[src/rtl/program_loader.sv]
// program_loader: boot-time writer for the CPU instruction memory.
// It receives a framed byte stream (0xA5, LEN, LEN big-endian words, CHK)
// over a valid/ready handshake and writes each word to consecutive
// addresses starting at 0. The CPU is held in reset until a frame
// arrives with a matching 8-bit checksum.
module program_loader #(
  parameter int ADDR_W = 8
) (
  input  logic              clk,
  input  logic              reset_n,
  input  logic [7:0]        in_data,
  input  logic              in_valid,
  output logic              in_ready,
  input  logic              start,
  output logic              imem_we,
  output logic [ADDR_W-1:0] imem_addr,
  output logic [15:0]       imem_wdata,
  output logic              cpu_reset,
  output logic              done,
  output logic              error,
  output logic [ADDR_W:0]   word_count
);

  localparam logic [7:0] SYNC_BYTE = 8'hA5;

  typedef enum logic [2:0] {
    S_IDLE, S_LEN, S_HI, S_LO, S_CHK, S_DONE, S_ERR
  } state_e;

  state_e            state_q, state_d;
  logic [7:0]        sum_q, sum_d;
  logic [7:0]        hi_q, hi_d;
  logic [ADDR_W:0]   remaining_q, remaining_d;
  logic [ADDR_W-1:0] addr_q, addr_d;
  logic              pend_q, pend_d;
  logic [15:0]       pend_data_q, pend_data_d;
  logic              imem_we_q, imem_we_d;
  logic [ADDR_W-1:0] imem_addr_q, imem_addr_d;
  logic [15:0]       imem_wdata_q, imem_wdata_d;
  logic [ADDR_W:0]   word_count_q, word_count_d;
  logic              done_q, done_d;
  logic              error_q, error_d;
  logic              cpu_reset_q, cpu_reset_d;

  logic              accept;
  logic [ADDR_W:0]   len_words;

  // The loader only stops listening while it sits in DONE.
  assign in_ready = (state_q != S_DONE);
  assign accept   = in_valid && in_ready;

  // A LEN byte of zero stands for a full 2^ADDR_W-word frame.
  assign len_words = (in_data == 8'h00) ? ((ADDR_W+1)'(1) << ADDR_W)
                                        : (ADDR_W+1)'(in_data);

  // Next-state and next-output logic for the frame parser and write stage.
  always_comb begin
    // NOTE: every signal gets a default first so no path leaves it unassigned
    // and no latch is inferred.
    state_d      = state_q;
    sum_d        = sum_q;
    hi_d         = hi_q;
    remaining_d  = remaining_q;
    addr_d       = addr_q;
    pend_d       = 1'b0;
    pend_data_d  = pend_data_q;
    imem_we_d    = pend_q;
    imem_addr_d  = imem_addr_q;
    imem_wdata_d = imem_wdata_q;
    word_count_d = word_count_q;
    done_d       = done_q;
    error_d      = error_q;
    cpu_reset_d  = cpu_reset_q;

    // A word completed on the previous edge is written now, one cycle after
    // its low byte, so the address and data are presented from flops.
    if (pend_q) begin
      imem_addr_d  = addr_q;
      imem_wdata_d = pend_data_q;
      addr_d       = addr_q + ADDR_W'(1);
      word_count_d = word_count_q + (ADDR_W+1)'(1);
    end

    unique case (state_q)
      S_IDLE, S_ERR: begin
        if (accept && in_data == SYNC_BYTE) begin
          state_d      = S_LEN;
          sum_d        = 8'h00;
          addr_d       = '0;
          word_count_d = '0;
          error_d      = 1'b0;
        end
      end
      S_LEN: begin
        if (accept) begin
          remaining_d = len_words;
          state_d     = S_HI;
        end
      end
      S_HI: begin
        if (accept) begin
          hi_d    = in_data;
          sum_d   = sum_q + in_data;
          state_d = S_LO;
        end
      end
      S_LO: begin
        if (accept) begin
          sum_d       = sum_q + in_data;
          pend_d      = 1'b1;
          pend_data_d = {hi_q, in_data};
          remaining_d = remaining_q - (ADDR_W+1)'(1);
          state_d     = (remaining_q == (ADDR_W+1)'(1)) ? S_CHK : S_HI;
        end
      end
      S_CHK: begin
        if (accept) begin
          if (in_data == sum_q) begin
            state_d     = S_DONE;
            done_d      = 1'b1;
            cpu_reset_d = 1'b0;
          end else begin
            state_d     = S_ERR;
            error_d     = 1'b1;
            cpu_reset_d = 1'b1;
          end
        end
      end
      S_DONE: begin
        if (start) begin
          state_d     = S_IDLE;
          done_d      = 1'b0;
          cpu_reset_d = 1'b1;
        end
      end
      default: state_d = S_IDLE;
    endcase
  end

  // State and output registers; reset drops any half-assembled word.
  always_ff @(posedge clk or negedge reset_n) begin
    if (!reset_n) begin
      state_q      <= S_IDLE;
      sum_q        <= 8'h00;
      hi_q         <= 8'h00;
      remaining_q  <= '0;
      addr_q       <= '0;
      pend_q       <= 1'b0;
      pend_data_q  <= 16'h0000;
      imem_we_q    <= 1'b0;
      imem_addr_q  <= '0;
      imem_wdata_q <= 16'h0000;
      word_count_q <= '0;
      done_q       <= 1'b0;
      error_q      <= 1'b0;
      cpu_reset_q  <= 1'b1;
    end else begin
      // NOTE: non-blocking assignments so every flop samples pre-edge values.
      state_q      <= state_d;
      sum_q        <= sum_d;
      hi_q         <= hi_d;
      remaining_q  <= remaining_d;
      addr_q       <= addr_d;
      pend_q       <= pend_d;
      pend_data_q  <= pend_data_d;
      imem_we_q    <= imem_we_d;
      imem_addr_q  <= imem_addr_d;
      imem_wdata_q <= imem_wdata_d;
      word_count_q <= word_count_d;
      done_q       <= done_d;
      error_q      <= error_d;
      cpu_reset_q  <= cpu_reset_d;
    end
  end

  assign imem_we    = imem_we_q;
  assign imem_addr  = imem_addr_q;
  assign imem_wdata = imem_wdata_q;
  assign word_count = word_count_q;
  assign done       = done_q;
  assign error      = error_q;
  assign cpu_reset  = cpu_reset_q;

endmodule

[config.mk]
export PLATFORM = sky130hd
export DESIGN_NAME = program_loader
export DESIGN_NICKNAME = d
export VERILOG_FILES = /design/src/rtl/program_loader.sv
export SDC_FILE = /design/constraint.sdc
export NUM_CORES = 1
export LEC_CHECK = 0
export ABC_AREA = 1
export ABC_CLOCK_PERIOD_IN_PS = 2550
export CAP_MARGIN = 20
export CORE_UTILIZATION = 45
export DETAILED_ROUTE_END_ITERATION = 7
export PLACE_DENSITY_LB_ADDON = 0.08
export SLEW_MARGIN = 20
export SYNTH_ARGS = -nofsm -noshare
export SYNTH_HDL_FRONTEND = slang
export SYNTH_SLANG_ARGS = --single-unit
[constraint.sdc]
create_clock -name clk -period 2.55 [get_ports clk]
set_clock_uncertainty 0.1 [all_clocks]
set_input_delay 0.51 -clock clk [delete_from_list [all_inputs] [get_ports clk]]
set_output_delay 0.51 -clock clk [all_outputs]
set_load 0.1 [all_outputs]
Yosys cells after proc, flatten, opt, wreduce, memory -nomap -nowiden
Cells that the tools add are included.

word-level totals
  output and inout port bits = 38
  logic and storage cells = 91
  register bits after elaboration = 90

cells by class
  mux-type cells = 36
  reductions and logical operators = 18
  $add $sub $neg = 4
  equal/unequal tests = 19

operators with widths
  kind                                                 count
  two-way mux 9 bit                                    6
  two-way mux 8 bit                                    5
  two-way mux 3 bit                                    7
  case mux 3 bit (6 select lines)                      1
  case mux 9 bit (2 select lines)                      1
  != test 2 bit, second input constant                 8
  case mux 8 bit (2 select lines)                      1
  two-way mux 1 bit                                    11
  adder 9 x 1 -> 9 bit, second input constant          1
  equality test 3 bit, second input constant           3
  equality test 9 x 1 -> 1 bit, second input constant  1
  AND reduction 3 bit                                  3
  subtractor 9 x 1 -> 9 bit, second input constant     1
  adder 8 x 1 -> 8 bit, second input constant          1
  adder 8 bit                                          1
  equality test 8 bit                                  1
  equality test 8 bit, second input constant           1
  zero test 8 bit                                      1
  AND reduction 4 bit                                  2
  nonzero test 2 bit                                   4
  equality test 3 x 2 -> 1 bit, second input constant  2
  case mux 1 bit (2 select lines)                      3
  AND reduction 6 bit                                  1
  AND reduction 2 bit                                  2
  other kinds (7)                                      9

Logic depth before layout (Yosys ltp)
  word-level depth = 5
  depth in mapped cells = 9
  mapped depth without buffers = 9

Worst setup path after synthesis
Ideal clock, no wire load.

  path kind = register to register
  start = register state_q[1]
  end = register sum_q[5]
  arrival = 2.010 ns
  buffers on the path = 0
  stages on the path, launching flop included = 10
  slack = 0.366 ns
  data required time = 2.376 ns
  library setup time = 0.074 ns
  path through = dfrtp_1 inv_2 nand3_1 nand2_1 inv_1 nand2_4 nor2_4 nor2_4 nand2_1 o21ai_2

on the way
  word-level cells in the longest chain between the ends = 5
  elaborated cells on any way between the ends = 14
  classes of those cells = 6 x eq/ne; 1 x mux; 7 x reduce/logical

RTL lines
  what                               RTL line  text
  from (decl)                        30        state_e state_q, state_d;
  from (signal assigned)             159       state_q <= state_d;
  != test 3 bit (*)                  49        assign in_ready = (state_q != S_DONE);
  via in_ready                       13        output logic in_ready,
  logical AND 1 bit (*)              50        assign accept = in_valid && in_ready;
  logical AND 1 bit                  86        if (accept && in_data == SYNC_BYTE) begin
  != test 2 bit (no line)            -
  AND reduction 3 bit (no line) (*)  -
  to (signal assigned)               160       sum_q <= sum_d;
  to (decl)                          31        logic [7:0] sum_q, sum_d;

The timed path passes the listed nets; every way through them passes the cells marked *.
A chain may end at the register's enable or synchronous reset.

Worst setup path in the final report
  start = input in_data[0]
  end = register sum_q[6]

on the way
  word-level cells in the longest chain between the ends = 4
  elaborated cells on any way between the ends = 7
  classes of those cells = 1 x add/sub; 2 x eq/ne; 2 x mux; 2 x reduce/logical

RTL lines
  what                                                 RTL line  text
  from (decl)                                          11        input logic [7:0] in_data,
  branches (longest 4 deep; another with adder 8 bit)  -

Several ways; the timed one is not identified. The select of a mux whose other input is x is not followed.

==> results by group <==
Outcome
  • Status: finished clean

Clocking
  • CTS Sinks: 90
  • TritonCTS Buffers: 9
  • Post-CTS Setup Bufs: 0
  • Clock root buffer: clkbuf_8
  • Max Root-Sink Buffers: 2
  • Clock slew at reported path FFs: 0.10 ns
  • # hold bufs at CTS: 0
  • Post-CTS Resized: 0
  • H-tree levels: 3
  • Worst-skew pair later-pin latency: between 0.3 and 0.4 ns
  • CTS tree: done

Synthesis
  • Synthesized area per cell: about 8.3 um2
  • Syn Nets: 560
  • Primary FF master, synth: dfrtp_1
  • Post-synthesis sequential area ratio: 0.5062
  • Post-synth top area share: 0.5003
  • Post-synth ARST share: 1.000
  • Synth area leader: dfrtp_1
  • Yosys reg bits: 90
  • Synth area leaders: dfrtp_1 50%, nand2_1 16%, o21ai_0 5.1%
  • Post-synthesis cell area: 0.004452 mm2
  • Cells after synthesis: roughly 540
  • Synth warnings: 0
  • Distinct cells, synth: 36
  • Post-synth EDFFs: 0

Pwr
  • Combinational share of power: 0.522
  • Max IR drop VDD: 0.7509 mV
  • Share of total power in the clock network: 0.147
  • Pint: between 3 and 4 mW
  • Switching part of the total: 0.5181
  • P_sw: 3.864 mW
  • Pwr dens: 1429 mW/mm2
  • Leakage: 2.756 nW
  • Sequential Power Share: 0.331

Setup path
  • Startpoint Class: input pin
  • Crit-path max cell delay: 0.49 ns
  • Worst path slowest cell: clkdlybuf4s50_1
  • R2R Path End: sum_q[6]
  • CP arrival: ~2.3 ns
  • Largest fanout on the critical path: 2
  • Worst r2r src: sum_q[0]
  • Path depth of the worst reg2reg path: 7
  • Buf/Inv on CP: 2
  • Register-to-register setup slack: 0.70 ns
  • Worst Setup End Kind: flip-flop
  • Critical Path RT: 2.69 ns
  • CP delay by family, top: adder cells
  • Worst Setup Path Type: input pin to flip-flop
  • CP cell instances: clkdlybuf4s50_1 -> ha_1 -> inv_1 -> fa_1 -> o21ai_0 -> nand2_1 -> a21oi_1 -> o21ai_2

Min path
  • HP Class: input pin to async pin

STA
  • Final worst-path cycle share: 0.8472
  • Max Clk Rate: 0.4629 GHz
  • Max Slew Vio Count: 0
  • Hold Vio Cnt, Final: 0
  • Post-layout minimum cycle time: 2.160 ns
  • Slew HR: 0.6496
  • Count of final setup violators: 0
  • RSZ-0062 raised after global routing: no
  • Sum Neg Setup Slack: 0 ns
  • Worst-Margin Slew: 0.5256 ns

Layout
  • Area Growth Syn to Fin: 17.20%
  • Share of cells above drive strength 1: 0.1544
  • Non-Filler Instances: between 700 and 800
  • Commonest non-fill, non-tap cell in the layout: nand2_1
  • Diode count: 0
  • Most frequent cells in the layout: 186 x nand2_1, 89 x dfrtp_1, 57 x inv_1
  • Fillers: just over 900
  • Nets: 615

Place
  • I/O Buffers: 49
  • Post-DP HPWL: 6.710 mm
  • RePlAce Congestion: 0.8876
  • Cell count after placement: 709

Routing
  • Drt pass-1 iters: 4
  • Routed vias/inst: 4.812
  • Via Count: 3489
  • DRC errors left: 0
  • DR WL/cell: 12.95 um
  • Final WL: approximately 9.4 mm
  • Initial DRC count: between 100 and 150
  • Remaining antenna violation count after routing: 0

Global route
  • Number of global-route vias before repair: 3500
  • Largest net degree at the start of global routing: 91
  • First-pass GRT wire length: 16.49 mm
  • GR Overflow Total: 0
  • Global-route usage over all layers: 0.2064
  • Antenna violations before repair: 0

Floorplanning
  • Row cnt: 35
  • Initial Util: 0.4728
  • IO Count: 50
  • Die Area: between 0.01 and 0.015 mm2
  • Core area: 0.009415 mm2
  • Chip Height: 101.5 um
  • Die width: 101.5 um

Flow run
  • Max cap viols: 0
## cell families after synthesis
group                    Yosys count  synth area share
XOR/XNOR                          11           0.02164
AO/OA/AOI/OAI                     77           0.09724
flip-flops                        90            0.5062
adder cells (fa/ha/maj)           12           0.03541
AND/OR/NAND/NOR                  271            0.2687
buffers and inverters             75           0.07083
## layer usage
| metal | GRT usage | vias to the layer above | wire, um |
|---|---|---|---|
| li1 | - | 1801 | - |
| met1 | 0.2747 | 1631 | 4617 |
| met2 | 0.3380 | 49 | 4418 |
| met3 | 0.02899 | 8 | 240 |
| met4 | 0.08919 | 0 | 111 |
| met5 | 0 | - | 0 |
## worst max path at each step
stage / slack [ns] / endpoint / from / cells past startpoint
floorplan: 0.37 / sum_q[5] / state_q[1] / 9
global placement: 0.06 / sum_q[6] / in_data[0] / 8
detailed placement: 0.01 / sum_q[6] / in_data[0] / 8
CTS: 0.40 / sum_q[6] / in_data[0] / 8
global route: 0.27 / sum_q[6] / in_data[0] / 9
finish: 0.39 / sum_q[6] / in_data[0] / 8
## final cells by class
class                      instances  area (um2)  area share
clock buffer                       9       123.9     0.02374
multi-input combinational        371        1883      0.3609
clock inverter                     7       98.84     0.01894
timing repair buffer              56       457.9     0.08777
inverter                          63       239.0     0.04580
tap                              129       161.4     0.03094
sequential                        90        2253      0.4319
## cell usage after synthesis, types with 4 or more instances
| cell | count |
|---|---|
| nand3b_1 | 5 |
| nand2_4 | 4 |
| xnor2_1 | 4 |
| a21oi_1 | 17 |
| dfrtp_1 | 89 |
| ha_1 | 11 |
| buf_6 | 4 |
| nor2_1 | 28 |
| o21ai_0 | 45 |
| inv_2 | 5 |
| xor2_1 | 7 |
| nand2_1 | 186 |
| o21ai_2 | 4 |
| clkbuf_1 | 7 |
| or2_2 | 4 |
| nand4_1 | 4 |
| inv_1 | 57 |
| nand3_1 | 25 |
| nor3_1 | 4 |
## state kept, by name, summed over array words and instances, names as in the netlist
| register | count |
|---|---|
| addr_q | 8 |
| cpu_reset | 1 |
| done | 1 |
| error | 1 |
| hi_q | 8 |
| imem_addr | 8 |
| imem_wdata | 16 |
| imem_we | 1 |
| imem_we_d | 1 |
| pend_data_q | 16 |
| remaining_q | 9 |
| state_q | 3 |
| sum_q | 8 |
| word_count | 9 |
## metrics by stage
step | hold WS, ns | setup slack, ns | power (mW) | instance area, um2 | utilization
2_1_floorplan | 0.1144 | 0.3658 | 5.556 | 4452 | -
3_3_place_gp | 0.3536 | 0.06345 | 6.366 | 4995 | 0.5305
3_5_place_dp | 0.3597 | 0.01118 | 6.420 | 4995 | 0.5305
4_1_cts | 0.09324 | 0.3970 | 7.527 | 5218 | 0.5542
5_1_grt | 0.09947 | 0.2728 | 8.014 | 5218 | 0.5542
6_report | 0.07256 | 0.3896 | 7.458 | 5218 | 0.5542
## power by group through the flow
| stage | Clock (mW) | Combinational (mW) | Sequential [mW] |
|---|---|---|---|
| 6_report | 1.09 | 3.90 | 2.47 |
| 5_1_grt | 1.18 | 4.27 | 2.56 |
| 4_1_cts | 1.12 | 3.93 | 2.47 |
| 3_5_place_dp | 0 | 3.93 | 2.49 |
| 3_3_place_gp | 0 | 3.89 | 2.48 |
| 2_1_floorplan | 0 | 1.55 | 4.01 |
## worst reg2reg max path: cells and delay by family (launching register included)
| family | cells | cell delay [ns] |
|---|---|---|
| buffers and inverters | 1 | 0.06 |
| AOI/OAI and AO/OA | 3 | 0.56 |
| DFF | 1 | 0.35 |
| and+or+nand+nor | 1 | 0.11 |
| adders and majority gates | 2 | 0.56 |
No activity file was read; power rests on OpenSTA's default activity.
